**src/rtl/uart_rx_engine.sv**
```systemverilog
// ---------------------------------------------------------------------------
// uart_rx_engine
//
// Purpose: asynchronous-serial receiver. Detects a start bit on RX, samples
// each following bit at its centre using a programmable bit period, checks
// optional parity and the stop bit, then presents the byte with status to a
// host that acknowledges it with a one-cycle read pulse.
//
// Ports:
//   clk         in   system clock, rising edge
//   rst         in   synchronous reset, active low
//   read        in   one-cycle pulse: host consumed UART_RDATA / RX_STATUS
//   RX          in   serial line, idle high, already synchronised
//   max[18:0]   in   clocks per bit period (>= 16)
//   EIGHT       in   1 = 8 data bits, 0 = 7 data bits
//   PEN         in   1 = parity bit present
//   OHEL        in   1 = odd parity, 0 = even parity
//   RXRDY       out  received byte pending
//   RX_STATUS   out  {OVF, FERR, PERR}
//   UART_RDATA  out  received byte (bit 7 is 0 in 7-bit mode)
//
// Build option:
//   RX_FALSE_START_EN  when defined, a high level at the start-bit centre
//                      is treated as a glitch and the frame is dropped.
// ---------------------------------------------------------------------------
module uart_rx_engine (
  input  logic        clk,
  input  logic        rst,
  input  logic        read,
  input  logic        RX,
  input  logic [18:0] max,
  input  logic        EIGHT,
  input  logic        PEN,
  input  logic        OHEL,
  output logic        RXRDY,
  output logic [2:0]  RX_STATUS,
  output logic [7:0]  UART_RDATA
);

  localparam logic [2:0] S_IDLE   = 3'd0;
  localparam logic [2:0] S_START  = 3'd1;
  localparam logic [2:0] S_DATA   = 3'd2;
  localparam logic [2:0] S_PARITY = 3'd3;
  localparam logic [2:0] S_STOP   = 3'd4;

  logic [2:0]  r_state;
  logic [18:0] r_cnt;
  logic [18:0] r_max;
  logic        r_eight;
  logic        r_pen;
  logic        r_ohel;
  logic [7:0]  r_shift;
  logic [2:0]  r_bit;
  logic        r_par;
  logic        r_perr;
  logic        r_ferr;
  logic        r_fin;
  logic        r_rxrdy;
  logic [2:0]  r_status;
  logic [7:0]  r_rdata;

  logic [18:0] w_limit;
  logic        w_sample;
  logic [2:0]  w_last_bit;
  logic [7:0]  w_data;
  logic        w_ovf;

  // The start bit is sampled half a period in; every later sample is one
  // full period after the previous one.
  assign w_limit    = (r_state == S_START) ? ((r_max >> 1) - 19'd1)
                                           : (r_max - 19'd1);
  assign w_sample   = (r_cnt == w_limit);
  assign w_last_bit = r_eight ? 3'd7 : 3'd6;
  // Bits arrive LSB first and are shifted in from the top, so a 7-bit
  // frame ends up in [7:1] and needs realigning.
  assign w_data     = r_eight ? r_shift : {1'b0, r_shift[7:1]};
  // A pending byte that the host is not reading right now gets overrun.
  assign w_ovf      = r_rxrdy & ~read;

  // NOTE: all state here is updated with non-blocking assignments so every
  // register sees the pre-edge value of every other register.
  always_ff @(posedge clk) begin
    if (!rst) begin
      r_state  <= S_IDLE;
      r_cnt    <= '0;
      r_max    <= '0;
      r_eight  <= 1'b0;
      r_pen    <= 1'b0;
      r_ohel   <= 1'b0;
      r_shift  <= '0;
      r_bit    <= '0;
      r_par    <= 1'b0;
      r_perr   <= 1'b0;
      r_ferr   <= 1'b0;
      r_fin    <= 1'b0;
      r_rxrdy  <= 1'b0;
      r_status <= '0;
      r_rdata  <= '0;
    end else begin
      r_fin <= 1'b0;

      if (r_state == S_IDLE) begin
        if (!RX) begin
          // Frame configuration is frozen here for the whole frame.
          r_state <= S_START;
          r_cnt   <= '0;
          r_max   <= max;
          r_eight <= EIGHT;
          r_pen   <= PEN;
          r_ohel  <= OHEL;
          r_shift <= '0;
          r_bit   <= '0;
          r_par   <= 1'b0;
          r_perr  <= 1'b0;
          r_ferr  <= 1'b0;
        end
      end else if (!w_sample) begin
        r_cnt <= r_cnt + 19'd1;
      end else begin
        r_cnt <= '0;
        case (r_state)
          S_START: begin
`ifdef RX_FALSE_START_EN
            r_state <= RX ? S_IDLE : S_DATA;
`else
            r_state <= S_DATA;
`endif
          end
          S_DATA: begin
            r_shift <= {RX, r_shift[7:1]};
            r_par   <= r_par ^ RX;
            if (r_bit == w_last_bit) begin
              r_bit   <= '0;
              r_state <= r_pen ? S_PARITY : S_STOP;
            end else begin
              r_bit <= r_bit + 3'd1;
            end
          end
          S_PARITY: begin
            r_perr  <= ((r_par ^ RX) != r_ohel);
            r_state <= S_STOP;
          end
          S_STOP: begin
            r_ferr  <= ~RX;
            r_fin   <= 1'b1;
            r_state <= S_IDLE;
          end
          default: r_state <= S_IDLE;
        endcase
      end

      // Host side: a completing frame takes priority over a read in the
      // same cycle, so the new byte is never lost.
      if (r_fin) begin
        r_rxrdy  <= 1'b1;
        r_rdata  <= w_data;
        r_status <= {w_ovf, r_ferr, r_perr};
      end else if (read && r_rxrdy) begin
        r_rxrdy  <= 1'b0;
        r_status <= '0;
      end
    end
  end

  assign RXRDY      = r_rxrdy;
  assign RX_STATUS  = r_status;
  assign UART_RDATA = r_rdata;

endmodule

```
**config.mk**
```make
export PLATFORM = sky130hd
export DESIGN_NAME = uart_rx_engine
export DESIGN_NICKNAME = d
export VERILOG_FILES = /design/src/rtl/uart_rx_engine.sv
export SDC_FILE = /design/constraint.sdc
export NUM_CORES = 1
export LEC_CHECK = 0
export CELL_PAD_IN_SITES_DETAIL_PLACEMENT = 0
export CELL_PAD_IN_SITES_GLOBAL_PLACEMENT = 2
export CORE_AREA = 3 3 116 118
export CTS_BUF_LIST = sky130_fd_sc_hd__clkbuf_8
export DETAILED_ROUTE_END_ITERATION = 6
export DIE_AREA = 0 0 119 121
export GPL_TIMING_DRIVEN = 0
export PLACE_DENSITY = 0.91
export SETUP_SLACK_MARGIN = 0.05
export SLEW_MARGIN = 20
export SYNTH_ARGS = -nofsm -noshare
export SYNTH_HDL_FRONTEND = slang
export SYNTH_SLANG_ARGS = --single-unit
```
**constraint.sdc**
```tcl
create_clock -name clk -period 5.35 [get_ports clk]
set_clock_uncertainty 0.1 [all_clocks]
set_input_delay 1.07 -clock clk [delete_from_list [all_inputs] [get_ports clk]]
set_output_delay 1.07 -clock clk [all_outputs]
set_load 0.02 [all_outputs]
```
==> run summary <==
Initial Util = 0.356
Final nets = 639
PD cells = 256 nW/um^2
DR iter-0 viols = 286
gpl congestion = 0.826
Arr. time, crit path = 5140 ps
DRC viols = 0
leading area contributor after synthesis = dfxtp_1
Slew Viols, Final = 0
Worst EP required = 5500 ps
Crit Path Max Fanout = 10
mapped cell area = 4480 um^2
register bit total from synthesis = 71
CTS tree = built
Top delay family on crit path = simple AND/OR/NAND/NOR gates
Crit. End Element = register
via count = 4329
pre-CTS setup slack = -341 ps
outcome = finished clean
Post-synth EDFFs = 0
first-pass GRT wire length = 20800 um
initial antenna violation count = 0
hold buffers post-CTS = 0
sequential share of the synthesized area = 0.317
Unique masters post-synth = 66
worst min-delay path class = register to register
routed len/inst = 16.3 um
clk sinks = 71
Hold Vio Cnt, Final = 0
most frequent cell after synthesis = nand2_1
Synth Instances = 562
DIE AREA = 14400 um^2
row cnt = 41
Synth Net Count = 591
Chip Width = 119 um
Initial DRT Pass Iterations = 5
Worst-path clk slew = 90 ps
Layout Cells excl Fill = 787
share of layout cells above drive strength 1 = 0.0764
worst vdd ir = 0.108 mV
Post-synth top cells = 101 x nand2_1, 71 x dfxtp_1, 34 x clkbuf_1, 34 x nand3_1, 30 x mux2i_1
Die H = 121 um
critical path class = register to register
TNS Setup = 0 ps
post-DP HPWL = 9560 um
Largest stage delay, worst path = 500 ps
# diodes = 0
vias in the first global route = 4059
Synth area leaders = dfxtp_1 32%, nand2_1 8.5%, mux2i_1 6.7%
Final Cycle Share = 0.933
syn_area_per_cell = 7.97 um^2
number of buffers created by CTS = 9
Final setup viols = 0
Max Clock Freq = 200 MHz
Post-synth top flop = dfxtp_1
cells along the critical path = buf_2, nor3b_2, buf_4, buf_4, mux2i_2, ha_2, or4b_1, buf_2, a2111oi_4, o21a_1, o21ai_0, o21a_1, or4_1, or4_4, buf_6, clkbuf_2, o31ai_1, a21oi_1
ANT nets after route = 0
final setup margin = 358 ps
CTS H-tree depth = 3
Inst Count DP = 770
maximum number of pins on one net before global-route repair = 14
final wirelength = 12900 um
Vias/cell = 5.50
Worst-Skew Late Latency = 370 ps
Async S/R FF share, synth = 0
clock buffer depth = 2
crit path time final = 4990 ps
Worst setup SP type = register
P_leak = 1.92 nW
Max transition margin = 0.562
io pins = 38
RSZ-0062 raised after global routing = false
YS warnings = 0
Max Cap Viol = 0
worst-margin pin slew = 657 ps
Global Route Usage Sum = 0.180
Layout area overhead = 18.2%
area of the core = 12600 um^2
WP buf/inv = 6
Root Buffer = clkbuf_8
I/O Buffers = 36
slowest cell on the critical path = or4_1
Overflow after GRT = 0
post-synth top area share = 0.317
[state kept, by name, indices dropped and copies added, names as in the netlist, 3 cells and up]
register / cells
r_max: 19
RX_STATUS: 3
r_state: 3
r_shift: 8
UART_RDATA: 8
r_cnt: 19
r_bit: 3
[power by group]
part	internal (W)	switching, W	leakage [nW]
Clock	0.000230	0.000229	0.0989
Sequential	0.000543	0.0000177	0.576
Combinational	0.000143	0.000195	1.25
Total	0.000916	0.000441	1.92
[placed cells by master (no fill, tap or decap), types with 4 or more instances in the layout]
master             n
a21boi_0          24
a21oi_1            8
a22oi_1            5
a31oi_1            7
and2_1             6
and3_1            10
and4_1             4
buf_1              6
buf_2              7
buf_4              4
clkbuf_1          29
clkbuf_8          10
clkdlybuf4s50_1   36
dfxtp_1           71
inv_1              7
mux2i_1           29
nand2_1          101
nand2b_1           4
nand3_1           34
nand4_1           10
nor2_1            21
nor2b_1            6
nor3_1            12
nor4_1             4
o211a_1            9
o21a_1             5
o21ai_0           23
o311ai_0           4
o31ai_1            5
o41ai_1            4
or4_1              4
xnor2_1           21
xor2_1            11
[through the flow]
stage / power (W) / utilization / hold WS (ps) / instance area, um^2
after CTS: 0.00137 / 0.420 / 378 / 5280
after global placement: 0.000896 / 0.402 / 346 / 5050
after floorplan: 0.000809 / - / 338 / 4480
after global routing: 0.00142 / 0.421 / 397 / 5290
final: 0.00136 / 0.421 / 370 / 5290
after detailed placement: 0.000900 / 0.402 / 365 / 5050
[worst paths after layout]
| check | from | endpoint | slack [ps] | depth (start not counted) |
|---|---|---|---|---|
| max | r_state[1]$_SDFFE_PN0P_ | r_bit[2]$_SDFFE_PN0P_ | 360 | 18 |
| min | r_shift[0]$_SDFFE_PN0P_ | r_shift[0]$_SDFFE_PN0P_ | 370 | 2 |
| max reg2reg | r_state[1]$_SDFFE_PN0P_ | r_bit[2]$_SDFFE_PN0P_ | 360 | 18 |
| min reg2reg | r_shift[0]$_SDFFE_PN0P_ | r_shift[0]$_SDFFE_PN0P_ | 370 | 2 |
[worst register-to-register path, stage by stage, from the launching register on]
cell and delay [ps]:
dfxtp_1 300, buf_2 180, nor3b_2 220, buf_4 200, buf_4 210, mux2i_2 300, ha_2 250, or4b_1 420
buf_2 190, a2111oi_4 430, o21a_1 160, o21ai_0 70, o21a_1 140, or4_1 500, or4_4 480, buf_6 170
clkbuf_2 220, o31ai_1 270, a21oi_1 70
[cell type report]
cell class | count | area, um^2
Tap cell | 172 | 215
Timing Repair Buffer | 38 | 375
Clock inverter | 6 | 67.6
Inverter | 7 | 26.3
Sequential cell | 71 | 1420
Multi-Input combinational cell | 435 | 2840
Clock buffer | 10 | 138
Fill cell | 1313 | 7280
Buffer | 48 | 208
[metal layers]
metal	vias to the layer above	GRT usage	routed length, um
li1	2148	-	-
met1	2074	0.247	6420
met2	93	0.278	5680
met3	14	0.0308	497
met4	0	0.0753	263
met5	-	0	0
[kinds of logic after synthesis]
logic type | synth area share
XOR/XNOR | 0.0626
buffers and inverters | 0.0509
AND/OR/NAND/NOR | 0.274
adder cells (fa/ha/maj) | 0.00838
flip-flops | 0.317
AO/OA/AOI/OAI | 0.217
multiplexers | 0.0696
[repair_timing]
action / CTS / global route
cloned: 0 / 0
setup buffers: 2 / 0
pin swaps: 2 / 1
gates resized for setup: 3 / 11
setup endpoints to repair: 36 / 35
No activity file was read; power rests on OpenSTA's default activity.
